File: src/rtl/ewrapper_io_tx_ser.sv
// eLink TX serialiser in the fast clock domain: one-word hold register, per-lane
// even/odd pair selection for ODDR primitives, training/idle fill and underrun flag.
module ewrapper_io_tx_ser #(
  parameter int unsigned NCH       = 9,
  parameter int unsigned RATIO     = 8,
  parameter bit          MSB_FIRST = 1'b1,
  parameter bit          INVERT    = 1'b0,
  parameter logic [15:0] TRAIN_PAT = 16'h0055
) (
  input  logic                   CLK_IN,
  input  logic                   IO_RESET,
  input  logic [NCH*RATIO-1:0]   DATA_IN,
  input  logic                   DATA_VALID,
  output logic                   DATA_READY,
  input  logic                   TRAIN_REQ,
  input  logic                   UNDERRUN_CLR,
  output logic [NCH-1:0]         DATA_EVEN,
  output logic [NCH-1:0]         DATA_ODD,
  output logic                   FRAME_START,
  output logic                   TRAIN_ACTIVE,
  output logic                   UNDERRUN
);

  localparam int unsigned W  = NCH * RATIO;
  localparam int unsigned P  = RATIO / 2;
  localparam int unsigned PW = (P > 1) ? $clog2(P) : 1;
  localparam int unsigned LW = $clog2(RATIO);
  localparam logic [RATIO-1:0] LANE_PAT = TRAIN_PAT[RATIO-1:0];

  typedef enum logic [1:0] {S_IDLE, S_DATA, S_TRAIN} state_t;

  state_t           r_state;
  state_t           w_state_nxt;
  logic [PW-1:0]    r_phase;
  logic [W-1:0]     r_hold;
  logic             r_hold_valid;
  logic [W-1:0]     r_shift;
  logic [W-1:0]     w_shift_nxt;
  logic [W-1:0]     w_train_word;
  logic             w_boundary;
  logic             w_accept;
  logic             w_consume;
  logic             w_underrun_set;
  logic [LW-1:0]    w_two_p;
  logic [LW-1:0]    w_idx_even;
  logic [LW-1:0]    w_idx_odd;
  logic [RATIO-1:0] w_lane;
  logic [NCH-1:0]   w_even;
  logic [NCH-1:0]   w_odd;

  assign w_boundary   = (r_phase == PW'(P - 1));
  assign w_train_word = {NCH{LANE_PAT}};
  assign DATA_READY   = !IO_RESET && (!r_hold_valid || (w_boundary && !TRAIN_REQ));
  assign w_accept     = DATA_VALID && DATA_READY;

  // Free-running word phase counter
  always_ff @(posedge CLK_IN or posedge IO_RESET) begin
    if (IO_RESET) r_phase <= '0;
    else          r_phase <= w_boundary ? '0 : r_phase + PW'(1);
  end

  // State register and shift register
  always_ff @(posedge CLK_IN or posedge IO_RESET) begin
    if (IO_RESET) begin
      r_state <= S_IDLE;
      r_shift <= '0;
    end else begin
      r_state <= w_state_nxt;
      r_shift <= w_shift_nxt;
    end
  end

  // Boundary load: training beats held data beats idle fill
  always_comb begin
    w_state_nxt    = r_state;
    w_shift_nxt    = r_shift;
    w_consume      = 1'b0;
    w_underrun_set = 1'b0;
    if (w_boundary) begin
      if (TRAIN_REQ) begin
        w_state_nxt = S_TRAIN;
        w_shift_nxt = w_train_word;
      end else if (r_hold_valid) begin
        w_state_nxt = S_DATA;
        w_shift_nxt = r_hold;
        w_consume   = 1'b1;
      end else begin
        w_state_nxt    = S_IDLE;
        w_shift_nxt    = '0;
        w_underrun_set = (r_state == S_DATA);
      end
    end
  end

  always_ff @(posedge CLK_IN or posedge IO_RESET) begin
    if (IO_RESET) begin
      r_hold       <= '0;
      r_hold_valid <= 1'b0;
    end else if (w_accept) begin
      r_hold       <= DATA_IN;
      r_hold_valid <= 1'b1;
    end else if (w_consume) begin
      r_hold_valid <= 1'b0;
    end
  end

  always_ff @(posedge CLK_IN or posedge IO_RESET) begin
    if (IO_RESET)            UNDERRUN <= 1'b0;
    else if (w_underrun_set) UNDERRUN <= 1'b1;
    else if (UNDERRUN_CLR)   UNDERRUN <= 1'b0;
  end

  // Bit indices of the current pair within a lane
  assign w_two_p    = LW'({r_phase, 1'b0});
  assign w_idx_even = MSB_FIRST ? (LW'(RATIO - 1) - w_two_p) : w_two_p;
  assign w_idx_odd  = MSB_FIRST ? (LW'(RATIO - 2) - w_two_p) : (w_two_p + LW'(1));

  always_comb begin
    w_even = '0;
    w_odd  = '0;
    w_lane = '0;
    for (int c = 0; c < NCH; c++) begin
      w_lane    = r_shift[c*RATIO +: RATIO];
      w_even[c] = w_lane[w_idx_even];
      w_odd[c]  = w_lane[w_idx_odd];
    end
  end

  // Output register; polarity inversion lives here so idle level is {NCH{INVERT}}
  always_ff @(posedge CLK_IN or posedge IO_RESET) begin
    if (IO_RESET) begin
      DATA_EVEN    <= {NCH{INVERT}};
      DATA_ODD     <= {NCH{INVERT}};
      FRAME_START  <= 1'b0;
      TRAIN_ACTIVE <= 1'b0;
    end else begin
      DATA_EVEN    <= w_even ^ {NCH{INVERT}};
      DATA_ODD     <= w_odd ^ {NCH{INVERT}};
      FRAME_START  <= (r_phase == '0);
      TRAIN_ACTIVE <= (r_state == S_TRAIN);
    end
  end

endmodule

File: config.mk
export PLATFORM = sky130hd
export DESIGN_NAME = ewrapper_io_tx_ser
export DESIGN_NICKNAME = d
export VERILOG_FILES = /design/src/rtl/ewrapper_io_tx_ser.sv
export SDC_FILE = /design/constraint.sdc
export NUM_CORES = 1
export LEC_CHECK = 0
export CAP_MARGIN = 25
export CORE_ASPECT_RATIO = 0.6
export CORE_MARGIN = 2
export CORE_UTILIZATION = 54
export DETAILED_ROUTE_END_ITERATION = 10
export GPL_TIMING_DRIVEN = 0
export HOLD_SLACK_MARGIN = 0.05
export PLACE_DENSITY = 0.81
export SYNTH_ARGS = -nofsm -noshare
export SYNTH_HDL_FRONTEND = slang
export SYNTH_SLANG_ARGS = --single-unit
File: constraint.sdc
create_clock -name CLK_IN -period 7.7 [get_ports CLK_IN]
set_input_delay 1.54 -clock CLK_IN [delete_from_list [all_inputs] [get_ports CLK_IN]]
set_output_delay 1.54 -clock CLK_IN [all_outputs]
set_load 0.02 [all_outputs]
After elaboration in Yosys (flattened, before gate mapping)
Index checks and enable logic that the tools add are counted.
- register bits: 170
- input bits: 77
- add/subtract/negate cells: 3
- $lt $le $gt $ge: 2
- equal/unequal tests: 3
- mux-type cells: 51
- reductions and logical operators: 10
- operators with widths (operator ; number):
    72-bit 2-to-1 mux ; 2
    1-bit binary-select mux with 3-bit select ; 18
    1-bit 2-to-1 mux ; 29
    3-bit by 4-bit less-than comparator with 1-bit output, second input constant ; 2
    3-bit subtractor, first input constant ; 2
    2-bit equality test, second input constant ; 2
    2-bit 2-to-1 mux ; 2
    2-bit nonzero test ; 2
    1-bit logical AND ; 3
    1-bit zero test ; 3
    2-bit by 1-bit adder with 2-bit output, second input constant ; 1
    2-bit by 1-bit equality test with 1-bit output, second input constant ; 1
    2-bit zero test ; 1
    1-bit logical OR ; 1

Longest topological paths before layout
- depth in word-level cells: 6
- mapped depth: 6
- depth with buffers taken out: 4

Least setup slack after synthesis
OpenSTA, ideal clock, no wires.
- path type: input -> output
- start point: input TRAIN_REQ
- end point: output DATA_READY
- arrival time: 2.121 ns
- path slack: 4.039 ns
- stages on the path: 2
- buffers on the path: 0
- cell sequence: nand2b_1 a21oi_1
- word-level cells in the longest chain between the ends: 4
- ends and longest elaborated chain (item ; line ; text):
    start: declaration ; 15 ; input logic TRAIN_REQ,
    1-bit zero test ; 53 ; assign DATA_READY = !IO_RESET && (!r_hold_valid || (w_boundary && !TRAIN_REQ));
    1-bit logical AND ; 53 ;
    1-bit logical OR ; 53 ;
    1-bit logical AND ; 53 ;
    end: declaration ; 14 ; output logic DATA_READY,
Every way passes these cells.

Final worst setup path
Ends and elaborated chain as after synthesis.

==> impl.org <==
** GRT
- Initial antenna violation count :: 0
- Pin count of the biggest net entering global routing :: roughly 130
- The total overflow left after global routing is 0.
- The first global-routing pass estimated 24.0 mm of wire.
- All-layer global routing usage :: 24.0%
- Via count of the first global-routing pass :: ~4400

** Floorplan
- The initial utilization of the core area, before any placement, comes to between 50% and 60%.
- Boundary pin count :: about 100
- The region available for standard cell placement spans around 12000 sq um.
- Measured along the x axis, the die boundary spans ~150 microns.
- The floorplan step set the die height to between 80 and 90 microns.
- The die covers about 13000 sq um.
- Std cell rows :: 31

** Drt
- Number of vias per cell :: between 5 and 6
- The count of nets left with antenna violations once routing finished came out at 0.
- Initial drt markers :: between 200 and 300
- Total routed wirelength :: between 10 and 15 mm
- After detailed routing, the average wire length per cell comes to approximately 19 microns.
- Detailed routing inserted a total of approximately 4300 vias.
- After detailed routing, the number of remaining DRC violations is 0.
- The pre-antenna-repair detailed-routing pass consisted of 6 iterations.

** STA
- In this run the tightest slew margin relative to its limit is between 40% and 50%.
- Worst slack on hold paths :: between 0.4 and 0.5 ns
- Shortest clock period the worst path allows after layout :: about 4.6 ns
- Final count of hold timing violations :: 0
- The count of pins over their slew limit was 0.
- For the pin with the worst max-slew slack, the measured transition is about 0.77 ns.
- Clock Skews :: about 0.0074 ns
- Unrepaired setup endpoints after global routing :: false
- Based on the critical path, the design can be clocked at up to 0.217 GHz.
- Setup violations remaining at the end of the flow were counted as 0.
- Final critical-path share of the clock period :: 59.8%

** CTS
- TritonCTS built the clock tree.
- Clock latency on the worst-skew pair :: about 0.42 ns
- Counting the buffers created by CTS gives 17.
- In this run, post-CTS repair resized a total of 0 instances.
- Buffers inserted to repair hold after CTS numbered 0.
- In this run the deepest clock path goes through 2 buffers.
- Setup repair bufs after CTS :: 0
- CTS sink cnt :: 170
- Clock transition at the register clock pins on the worst setup and hold paths after CTS :: 0.06 ns
- Clock root buffer :: sky130_fd_sc_hd__clkbuf_16
- In this run the number of H-tree levels came out at 4.

** Hold path
- Type of the most critical hold path :: reg2reg

** Pwr
- LEAKAGE :: around 0.0036 uW
- In this run the power density over the cells is between 200 and 300 nW/um^2.
- Overall power :: around 2400 uW
- Maximum ir drop on the vdd rail :: 0.000171 V

** Logic synthesis
- Largest family of logic cells by synthesized area :: multiplexers
- During synthesis, Yosys emitted a total of 0 warnings.
- The synthesized design devotes to its leading area cell type roughly 64% of total area.
- Mapped cell area :: around 6600 sq um
- Number of synthesized register bits :: 170
- Compound-gate portion of the synthesized area :: a little over a tenth
- The portion of synthesized area spent on multiplexers is roughly 19%.
- The average instance in the mapped netlist occupies 14.4 sq um.
- Proportion of synthesized flip-flops having asynchronous set or reset :: 100%
- Top post-synthesis cells by area :: sky130_fd_sc_hd__dfrtp_1 (64%), sky130_fd_sc_hd__mux2_2 (12%), sky130_fd_sc_hd__mux4_2 (6.1%)
- Area fraction in and, or, nand and nor cells after synthesis :: 2.74%
- Sequential-to-total area share from yosys stat :: between 60 and 70%
- The number of different library cells used by synthesis comes to 20.
- Of the total synthesized cell area, the portion taken by full adders, half adders and majority gates is less than 1%.
- Cells after Synth :: around 460
- Most instantiated flip-flop cell in the synthesis netlist :: sky130_fd_sc_hd__dfrtp_1
- Post-synthesis xor/xnor area fraction :: 0%
- Net count after synthesis :: ~540
- The commonest cells after synthesis are sky130_fd_sc_hd__dfrtp_1 (170), sky130_fd_sc_hd__a21oi_1 (73), sky130_fd_sc_hd__mux2_2 (73), sky130_fd_sc_hd__nor2_1 (38), sky130_fd_sc_hd__a22o_1 (36).
- Counting flops with a built-in enable in the synthesized netlist gives 0.
- The synthesized design spends more area on one cell type than any other, namely sky130_fd_sc_hd__dfrtp_1.
- Cell with the most instances after synthesis :: sky130_fd_sc_hd__dfrtp_1

** Critical path
- In this design, the stage delay of the slowest critical-path cell is a little over 0.6 ns.
- Data arrives at the worst endpoint at 3.07 ns.
- Max FO, Critical Path :: 3
- Endpoint kind of the worst setup timing path :: output pin
- The critical path is of the in2out type.
- For this design, the slowest cell found on the critical path is sky130_fd_sc_hd__clkdlybuf4s50_1.
- The critical path goes through clkdlybuf4s50_1, nand2b_1, a21oi_1, clkdlybuf4s50_1.
- Most numerous cell on the critical path :: sky130_fd_sc_hd__clkdlybuf4s50_1
- Startpoint types :: input port
- STA puts the critical path data required time at about 6.2 ns.
- Kind of cell with the highest combined delay on the critical path :: buffers and inverters
- Count of buffer and inverter cells on the critical path :: 2

** Run
- Max-cap violations in this run came to 0.

** Final layout
- Number of fill cells :: between 700 and 800
- Number of diodes :: 0
- Share of final-layout standard cells stronger than drive strength 1 :: about a quarter
- Layout Nets :: approximately 660
- Final std cell area, no fill :: about 8500 sq um
- Leaving out filler cells and counting taps, the final layout contains between 700 and 800.
- From synthesis to final layout, the design area changed by 27.9%.

** Placed design
- Global placement routability congestion :: between 0.8 and 0.9
- Placed wire-length estimate after detailed placement :: between 9 and 10 mm
- Including well taps, the total number of placed cells is between 700 and 800.
- After detailed placement, the total cell area comes to between 7000 and 8000 sq um.
- Input/output buffers :: 98

** Run status
- The flow ran to the end, and the final reports show no timing, DRC or antenna violations.
metal layers:
| metal | track usage [%] | share of wire [%] |
|---|---|---|
| met5 | 0 | 0 |
| met3 | 6.55 | 6.7 |
| met2 | 36.7 | 47 |
| met4 | 7.77 | 1.7 |
| met1 | 34.0 | 44 |
state kept, by name (all words and copies together), names as in the netlist:
| signal | flops |
|---|---|
| r_shift | 72 |
| r_state | 2 |
| r_hold_valid | 1 |
| FRAME_START | 1 |
| DATA_ODD | 9 |
| r_hold | 72 |
| r_phase | 2 |
| DATA_EVEN | 9 |
| UNDERRUN | 1 |
| TRAIN_ACTIVE | 1 |
final timing paths:
kind                            cells past startpoint       start      endpoint  slack, ns
worst max-delay path                                4   TRAIN_REQ    DATA_READY       3.09
worst min-delay path                                1  r_state[0]  TRAIN_ACTIVE       0.49
worst max register to register                      5  r_phase[0]    r_hold[36]       5.75
worst min register to register                      1  r_state[0]  TRAIN_ACTIVE       0.49
max in group asynchronous                           3    IO_RESET   FRAME_START       5.23
min in group asynchronous                           2    IO_RESET    r_hold[10]       1.55
stage by stage:
stage	setup slack [ns]	TNS (ns)	util, %
floorplan	1.56	0	-
global placement	-0.319	-52.76	65.1
detailed placement	3.09	0	65.4
CTS	3.09	0	70.6
global route	3.03	0	70.6
finish	3.09	0	70.6
cell families after synthesis:
family,Yosys count
DFF,170
adders and majority gates,2
muxes,91
and+or+nand+nor,45
buffers and inverters,39
AOI/OAI and AO/OA,112
placed cells by master, fill, tap and decap left out, types with 2 or more instances in the layout:
cell type                           n
sky130_fd_sc_hd__nand2b_1           2
sky130_fd_sc_hd__buf_6              7
sky130_fd_sc_hd__ha_1               2
sky130_fd_sc_hd__clkbuf_1          18
sky130_fd_sc_hd__mux2_2            73
sky130_fd_sc_hd__clkinvlp_4         2
sky130_fd_sc_hd__mux4_2            18
sky130_fd_sc_hd__dfrtp_1          170
sky130_fd_sc_hd__clkbuf_8           4
sky130_fd_sc_hd__nand2_1            2
sky130_fd_sc_hd__buf_2              8
sky130_fd_sc_hd__nor2_1            38
sky130_fd_sc_hd__buf_1              2
sky130_fd_sc_hd__clkinv_2           3
sky130_fd_sc_hd__nor2b_1            2
sky130_fd_sc_hd__a22o_1            36
sky130_fd_sc_hd__clkdlybuf4s50_1   98
sky130_fd_sc_hd__bufinv_16          3
sky130_fd_sc_hd__clkbuf_16         17
sky130_fd_sc_hd__a21oi_1           73
sky130_fd_sc_hd__inv_1              3
power breakdown:
part / switching [uW] / total, uW / internal [uW]
combinational: 127 / 330 / 203
sequential: 98.4 / 1160 / 1060
clock: 344 / 889 / 545
total: 569 / 2380 / 1810
final cells by class:
class	count	area [sq um]	share of cell area, %
clock buffer	22	484	5.73
clock inverter	10	138	1.63
sequential	170	4250	50.3
multi-input combinational	250	2150	25.4
timing repair buffer	99	1010	11.9
buffer	34	190	2.25
tap	165	206	2.44
inverter	5	26.3	0.311
(Power assumes the default switching activity.)
